## src/rtl/systolic_feeder.sv

```systemverilog
// Purpose : input-side skew generator for the 2x2 systolic MMU; sequences one tile of
//           vec_count vectors per start, skews row 1 by one cycle, drains, pulses done.
// Latency : row 0 registered one cycle after accept; row 1 one cycle after row 0.
// Backpr. : in_ready is high only in FEED while vectors remain; in_valid is never
//           required to be held and does not affect in_ready.
// Ports   : clk, reset (async, active-high), clear (sync abort), start/vec_count (tile
//           launch), in_valid/in_ready/in_row0/in_row1 (upstream vector handshake),
//           mmu_row{0,1}_out/_valid (skewed MMU row drive), busy, done.
module systolic_feeder #(
  parameter int DATA_W       = 8,
  parameter int CNT_W        = 8,
  parameter int DRAIN_CYCLES = 3
) (
  input  logic                     clk,
  input  logic                     reset,
  input  logic                     clear,
  input  logic                     start,
  input  logic [CNT_W-1:0]         vec_count,
  input  logic                     in_valid,
  output logic                     in_ready,
  input  logic signed [DATA_W-1:0] in_row0,
  input  logic signed [DATA_W-1:0] in_row1,
  output logic signed [DATA_W-1:0] mmu_row0_out,
  output logic signed [DATA_W-1:0] mmu_row1_out,
  output logic                     mmu_row0_valid,
  output logic                     mmu_row1_valid,
  output logic                     busy,
  output logic                     done
);

  localparam int DRN_W = (DRAIN_CYCLES < 2) ? 1 : $clog2(DRAIN_CYCLES + 1);
  localparam logic [DRN_W-1:0] DRN_INIT = DRN_W'(DRAIN_CYCLES);

  typedef enum logic [1:0] {
    S_IDLE  = 2'd0,
    S_FEED  = 2'd1,
    S_SKEW  = 2'd2,
    S_DRAIN = 2'd3
  } state_t;

  state_t                   state_q, state_d;
  logic [CNT_W-1:0]         count_q, count_d;
  logic [CNT_W-1:0]         acc_q, acc_d;
  logic [CNT_W-1:0]         acc_inc;
  logic [DRN_W-1:0]         drain_q, drain_d;
  logic                     done_q, done_d;
  logic signed [DATA_W-1:0] row0_q, row0_d;
  logic                     row0_vld_q, row0_vld_d;
  logic signed [DATA_W-1:0] stg_q, stg_d;
  logic                     stg_vld_q, stg_vld_d;
  logic signed [DATA_W-1:0] row1_q, row1_d;
  logic                     row1_vld_q, row1_vld_d;
  logic                     accept;

  // Ready depends only on state and counters so upstream may compute valid from it.
  assign in_ready = (state_q == S_FEED) && (acc_q < count_q);
  assign accept   = in_valid && in_ready;
  assign acc_inc  = acc_q + CNT_W'(1);
  assign busy     = (state_q != S_IDLE);

  assign done           = done_q;
  assign mmu_row0_out   = row0_q;
  assign mmu_row0_valid = row0_vld_q;
  assign mmu_row1_out   = row1_q;
  assign mmu_row1_valid = row1_vld_q;

  always_comb begin
    state_d = state_q;
    count_d = count_q;
    acc_d   = acc_q;
    drain_d = drain_q;
    done_d  = 1'b0;

    case (state_q)
      S_IDLE: begin
        if (start) begin
          if (vec_count != '0) begin
            count_d = vec_count;
            acc_d   = '0;
            state_d = S_FEED;
          end else begin
            // Empty tile: nothing to feed, report completion straight away.
            done_d = 1'b1;
          end
        end
      end
      S_FEED: begin
        if (accept) begin
          acc_d = acc_inc;
          if (acc_inc == count_q) state_d = S_SKEW;
        end
      end
      S_SKEW: begin
        // Last row-1 element leaves the skew stage on this edge.
        state_d = S_DRAIN;
        drain_d = DRN_INIT;
      end
      S_DRAIN: begin
        // done is registered, so it shows one cycle after the counter reaches zero.
        if (drain_q == '0) begin
          done_d  = 1'b1;
          state_d = S_IDLE;
        end else begin
          drain_d = drain_q - DRN_W'(1);
        end
      end
      default: state_d = S_IDLE;
    endcase

    // Non-accept cycles push zero/invalid bubbles so the wavefront stays aligned.
    row0_d     = accept ? in_row0 : '0;
    row0_vld_d = accept;
    stg_d      = accept ? in_row1 : '0;
    stg_vld_d  = accept;
    row1_d     = stg_q;
    row1_vld_d = stg_vld_q;

    if (clear) begin
      state_d    = S_IDLE;
      count_d    = '0;
      acc_d      = '0;
      drain_d    = '0;
      done_d     = 1'b0;
      row0_d     = '0;
      row0_vld_d = 1'b0;
      stg_d      = '0;
      stg_vld_d  = 1'b0;
      row1_d     = '0;
      row1_vld_d = 1'b0;
    end
  end

  always_ff @(posedge clk or posedge reset) begin
    if (reset) begin
      state_q    <= S_IDLE;
      count_q    <= '0;
      acc_q      <= '0;
      drain_q    <= '0;
      done_q     <= 1'b0;
      row0_q     <= '0;
      row0_vld_q <= 1'b0;
      stg_q      <= '0;
      stg_vld_q  <= 1'b0;
      row1_q     <= '0;
      row1_vld_q <= 1'b0;
    end else begin
      state_q    <= state_d;
      count_q    <= count_d;
      acc_q      <= acc_d;
      drain_q    <= drain_d;
      done_q     <= done_d;
      row0_q     <= row0_d;
      row0_vld_q <= row0_vld_d;
      stg_q      <= stg_d;
      stg_vld_q  <= stg_vld_d;
      row1_q     <= row1_d;
      row1_vld_q <= row1_vld_d;
    end
  end

endmodule

```

## config.mk

```make
export PLATFORM = sky130hd
export DESIGN_NAME = systolic_feeder
export DESIGN_NICKNAME = d
export VERILOG_FILES = /design/src/rtl/systolic_feeder.sv
export SDC_FILE = /design/constraint.sdc
export NUM_CORES = 1
export LEC_CHECK = 0
export CAP_MARGIN = 5
export CORE_UTILIZATION = 45
export CTS_BUF_LIST = sky130_fd_sc_hd__clkbuf_2 sky130_fd_sc_hd__clkbuf_4 sky130_fd_sc_hd__clkbuf_8
export DETAILED_ROUTE_END_ITERATION = 12
export HOLD_SLACK_MARGIN = 0.02
export PLACE_DENSITY_LB_ADDON = 0.12
export REMOVE_ABC_BUFFERS = 1
export SYNTH_ARGS = -nofsm -noshare
export SYNTH_HDL_FRONTEND = slang
export SYNTH_SLANG_ARGS = --single-unit
```

## constraint.sdc

```tcl
create_clock -name clk -period 4.95 [get_ports clk]
set_clock_uncertainty 0.1 [all_clocks]
set_input_delay 0.495 -clock clk [delete_from_list [all_inputs] [get_ports clk]]
set_output_delay 0.495 -clock clk [all_outputs]
set_load 0.02 [all_outputs]
```

==> flow_summary.json <==
{
  "max_freq_mhz": 335,
  "synth_cell_types": 55,
  "rsz0062_at_grt": "false",
  "clk_latency_ns": 0.31,
  "die_w_um": 77.0,
  "drv_cap": 0,
  "status": "complete, no violations",
  "grt_util_all_layers_pct": 21.4,
  "drv_slew": 0,
  "slew_headroom_pct": 23.1,
  "overflow": 0,
  "postRouteAntennaNets": 0,
  "use_met3_pct": 7.14,
  "hpwlAfterDp_um": 4150,
  "use_met2_pct": 34.1,
  "post-route-min-period_ns": 2.98,
  "syn_area_per_cell_um2": 9.73,
  "synth_ff_type": "dfrtp_1",
  "wl_per_cell_um": 15.3,
  "fin_crit_sh_pct": 60.3,
  "finalHoldViolations": 0,
  "critical_path_arrival_ns": 2.39,
  "cts_num_sinks": 47,
  "setup_tns_ns": 0,
  "synth_top_area_share_pct": 46.5,
  "synthArstFlopShare_pct": 100,
  "num_rows": 26,
  "clkSlewWorstSetupHoldPaths_ns": 0.09,
  "die_height_um": 77.0,
  "powerDensity_nw_per_um2": 349,
  "yosys_warnings": 0,
  "drt-pass1-iter-count": 4,
  "cts_max_level": 2,
  "wl_um": 5800,
  "cts_buffers": 5,
  "critPathMaxFanout": 11,
  "n_antenna_cell": 0,
  "synth_most_common_cell": "dfrtp_1",
  "grt_max_degree": 48,
  "vias": 2023,
  "ys_seq_area_share_pct": 46.5,
  "yosys-top-cells-count": "47 x dfrtp_1, 31 x nand2_1, 20 x inv_1",
  "ios": 50,
  "synth_top_cell_by_area": "dfrtp_1",
  "port_buffers": 49,
  "fin_nets": 350,
  "grt_busiest_layer": "met2",
  "antenna_found_initial": 0,
  "ys_seq_elements": 47,
  "required_ns": 4.36,
  "dieArea_um2": 5920,
  "grt_pass1_vias": 2059,
  "drive_above_1_share_pct": 6.82,
  "route.detailed.drc": 0,
  "use_met1_pct": 26.7,
  "yosys-top-cells-area": "dfrtp_1 47%, ha_1 6.9%, nand2_1 4.6%, and2_1 4.2%, nor2b_1 3.2%",
  "clock_path_buffers": 2,
  "setup_violations": 0,
  "area_growth_pct": 24.9,
  "drt_iter0_drc": 92,
  "max-vdd-ir-drop_uv": 201,
  "initial_core_util_pct": 48.0,
  "synth_edf_count": 0,
  "cts_setup_buffers": 0,
  "min_path_type": "reg2reg",
  "p_leak_nw": 1.38,
  "cts_resized": 0,
  "start_kind": "flip-flop",
  "finish.utilization_pct": 59.9,
  "coreArea_um2": 5270,
  "hold_buffers": 0,
  "worstSetupEndpointType": "primary output",
  "postSynthCellCount": 260,
  "placed_cells": 370,
  "cts_root_buffer": "clkbuf_8",
  "place.gp.congestion": 0.793,
  "critPathKind": "reg2out",
  "grt_pass1_wl_um": 9760,
  "netlist_area_um2": 2530,
  "tightest_slew_ns": 1.15,
  "viasPerCell": 5.35,
  "final_cells": 378,
  "cts_tree": "done"
}
## critical path, cell delays in order, from the launching register on
cell and delay, ns:
dfrtp_1 0.55, ha_1 0.38, nand4_1 0.10, a21oi_1 0.38, nor2_1 0.09, clkdlybuf4s50_1 0.57
## registers in the layout, summed over array words and instances, names as in the netlist
signal / count
acc_q: 8
count_q: 8
mmu_row0_out: 8
mmu_row1_out: 8
stg_q: 8
drain_q: 2
state_q: 2
done: 1
mmu_row1_valid: 1
stg_vld_q: 1
## per-layer routing
metal	part of all wire [%]	vias up	wire length, um
met5	0	-	0
met4	0.60	0	35
met3	7.0	2	408
met2	48	76	2810
met1	44	944	2540
li1	-	1001	-
## metrics by stage
step           instance area (um^2)  worst slack [ns]  hold slack (ns)  total power, mW
3_5_place_dp                   3070              2.08            0.359            0.865
4_1_cts                        3160              1.97            0.386             1.11
6_report                       3160              1.97            0.378             1.10
5_1_grt                        3160              1.82            0.395             1.18
3_3_place_gp                   3070              2.14            0.341            0.857
2_1_floorplan                  2470              2.58            0.339            0.728
## cells in the final DEF, fill, tap and decap left out, types with 4 or more instances in the layout
cell type and count:
nand2_1 31, o21ai_0 14, nand4_1 4, nor2b_1 13, ha_1 14, dfrtp_1 47, a31oi_1 6, nor2_1 13
a21oi_1 11, clkdlybuf4s50_1 49, and2_1 17, inv_1 19, clkbuf_8 5, nand3_1 6
## power breakdown
group          internal, mW  switching [mW]  leakage, nW  total (mW)
registers             0.423          0.0308        0.645       0.454
clock network         0.101           0.143       0.0485       0.245
logic                 0.166           0.239        0.686       0.405
total                 0.690           0.412         1.38        1.10
## area by class of cell
| class | instances | area [um^2] |
|---|---|---|
| Timing Repair Buffer | 51 | 505 |
| Fill cell | 478 | 2110 |
| Clock inverter | 3 | 22.5 |
| Multi-Input combinational cell | 182 | 1220 |
| Inverter | 20 | 75.1 |
| Tap cell | 70 | 87.6 |
| Sequential cell | 47 | 1180 |
| Clock buffer | 5 | 68.8 |
## kinds of logic after synthesis
| logic type | after synthesis | synth area share [%] |
|---|---|---|
| AND/OR/NAND/NOR | 102 | 22.1 |
| AO/OA/AOI/OAI | 60 | 17.3 |
| flip-flops | 47 | 46.5 |
| buffers and inverters | 31 | 5.10 |
| adder cells (fa/ha/maj) | 14 | 6.93 |
| XOR/XNOR | 5 | 1.73 |
| multiplexers | 1 | 0.396 |
## path summary, 6_finish.rpt
path,cells after the start,start,slack (ns),end
max,5,acc_q[5]$_DFFE_PP0P_,1.97,in_ready
min,1,stg_q[0]$_DFF_PP0_,0.38,mmu_row1_out[0]$_DFF_PP0_
max reg2reg,7,acc_q[5]$_DFFE_PP0P_,2.34,acc_q[2]$_DFFE_PP0P_
min reg2reg,1,stg_q[0]$_DFF_PP0_,0.38,mmu_row1_out[0]$_DFF_PP0_
max in group asynchronous,2,reset,3.50,acc_q[6]$_DFFE_PP0P_
min in group asynchronous,2,reset,0.63,mmu_row0_out[6]$_DFF_PP0_
Power figures use the tool's default switching activity.
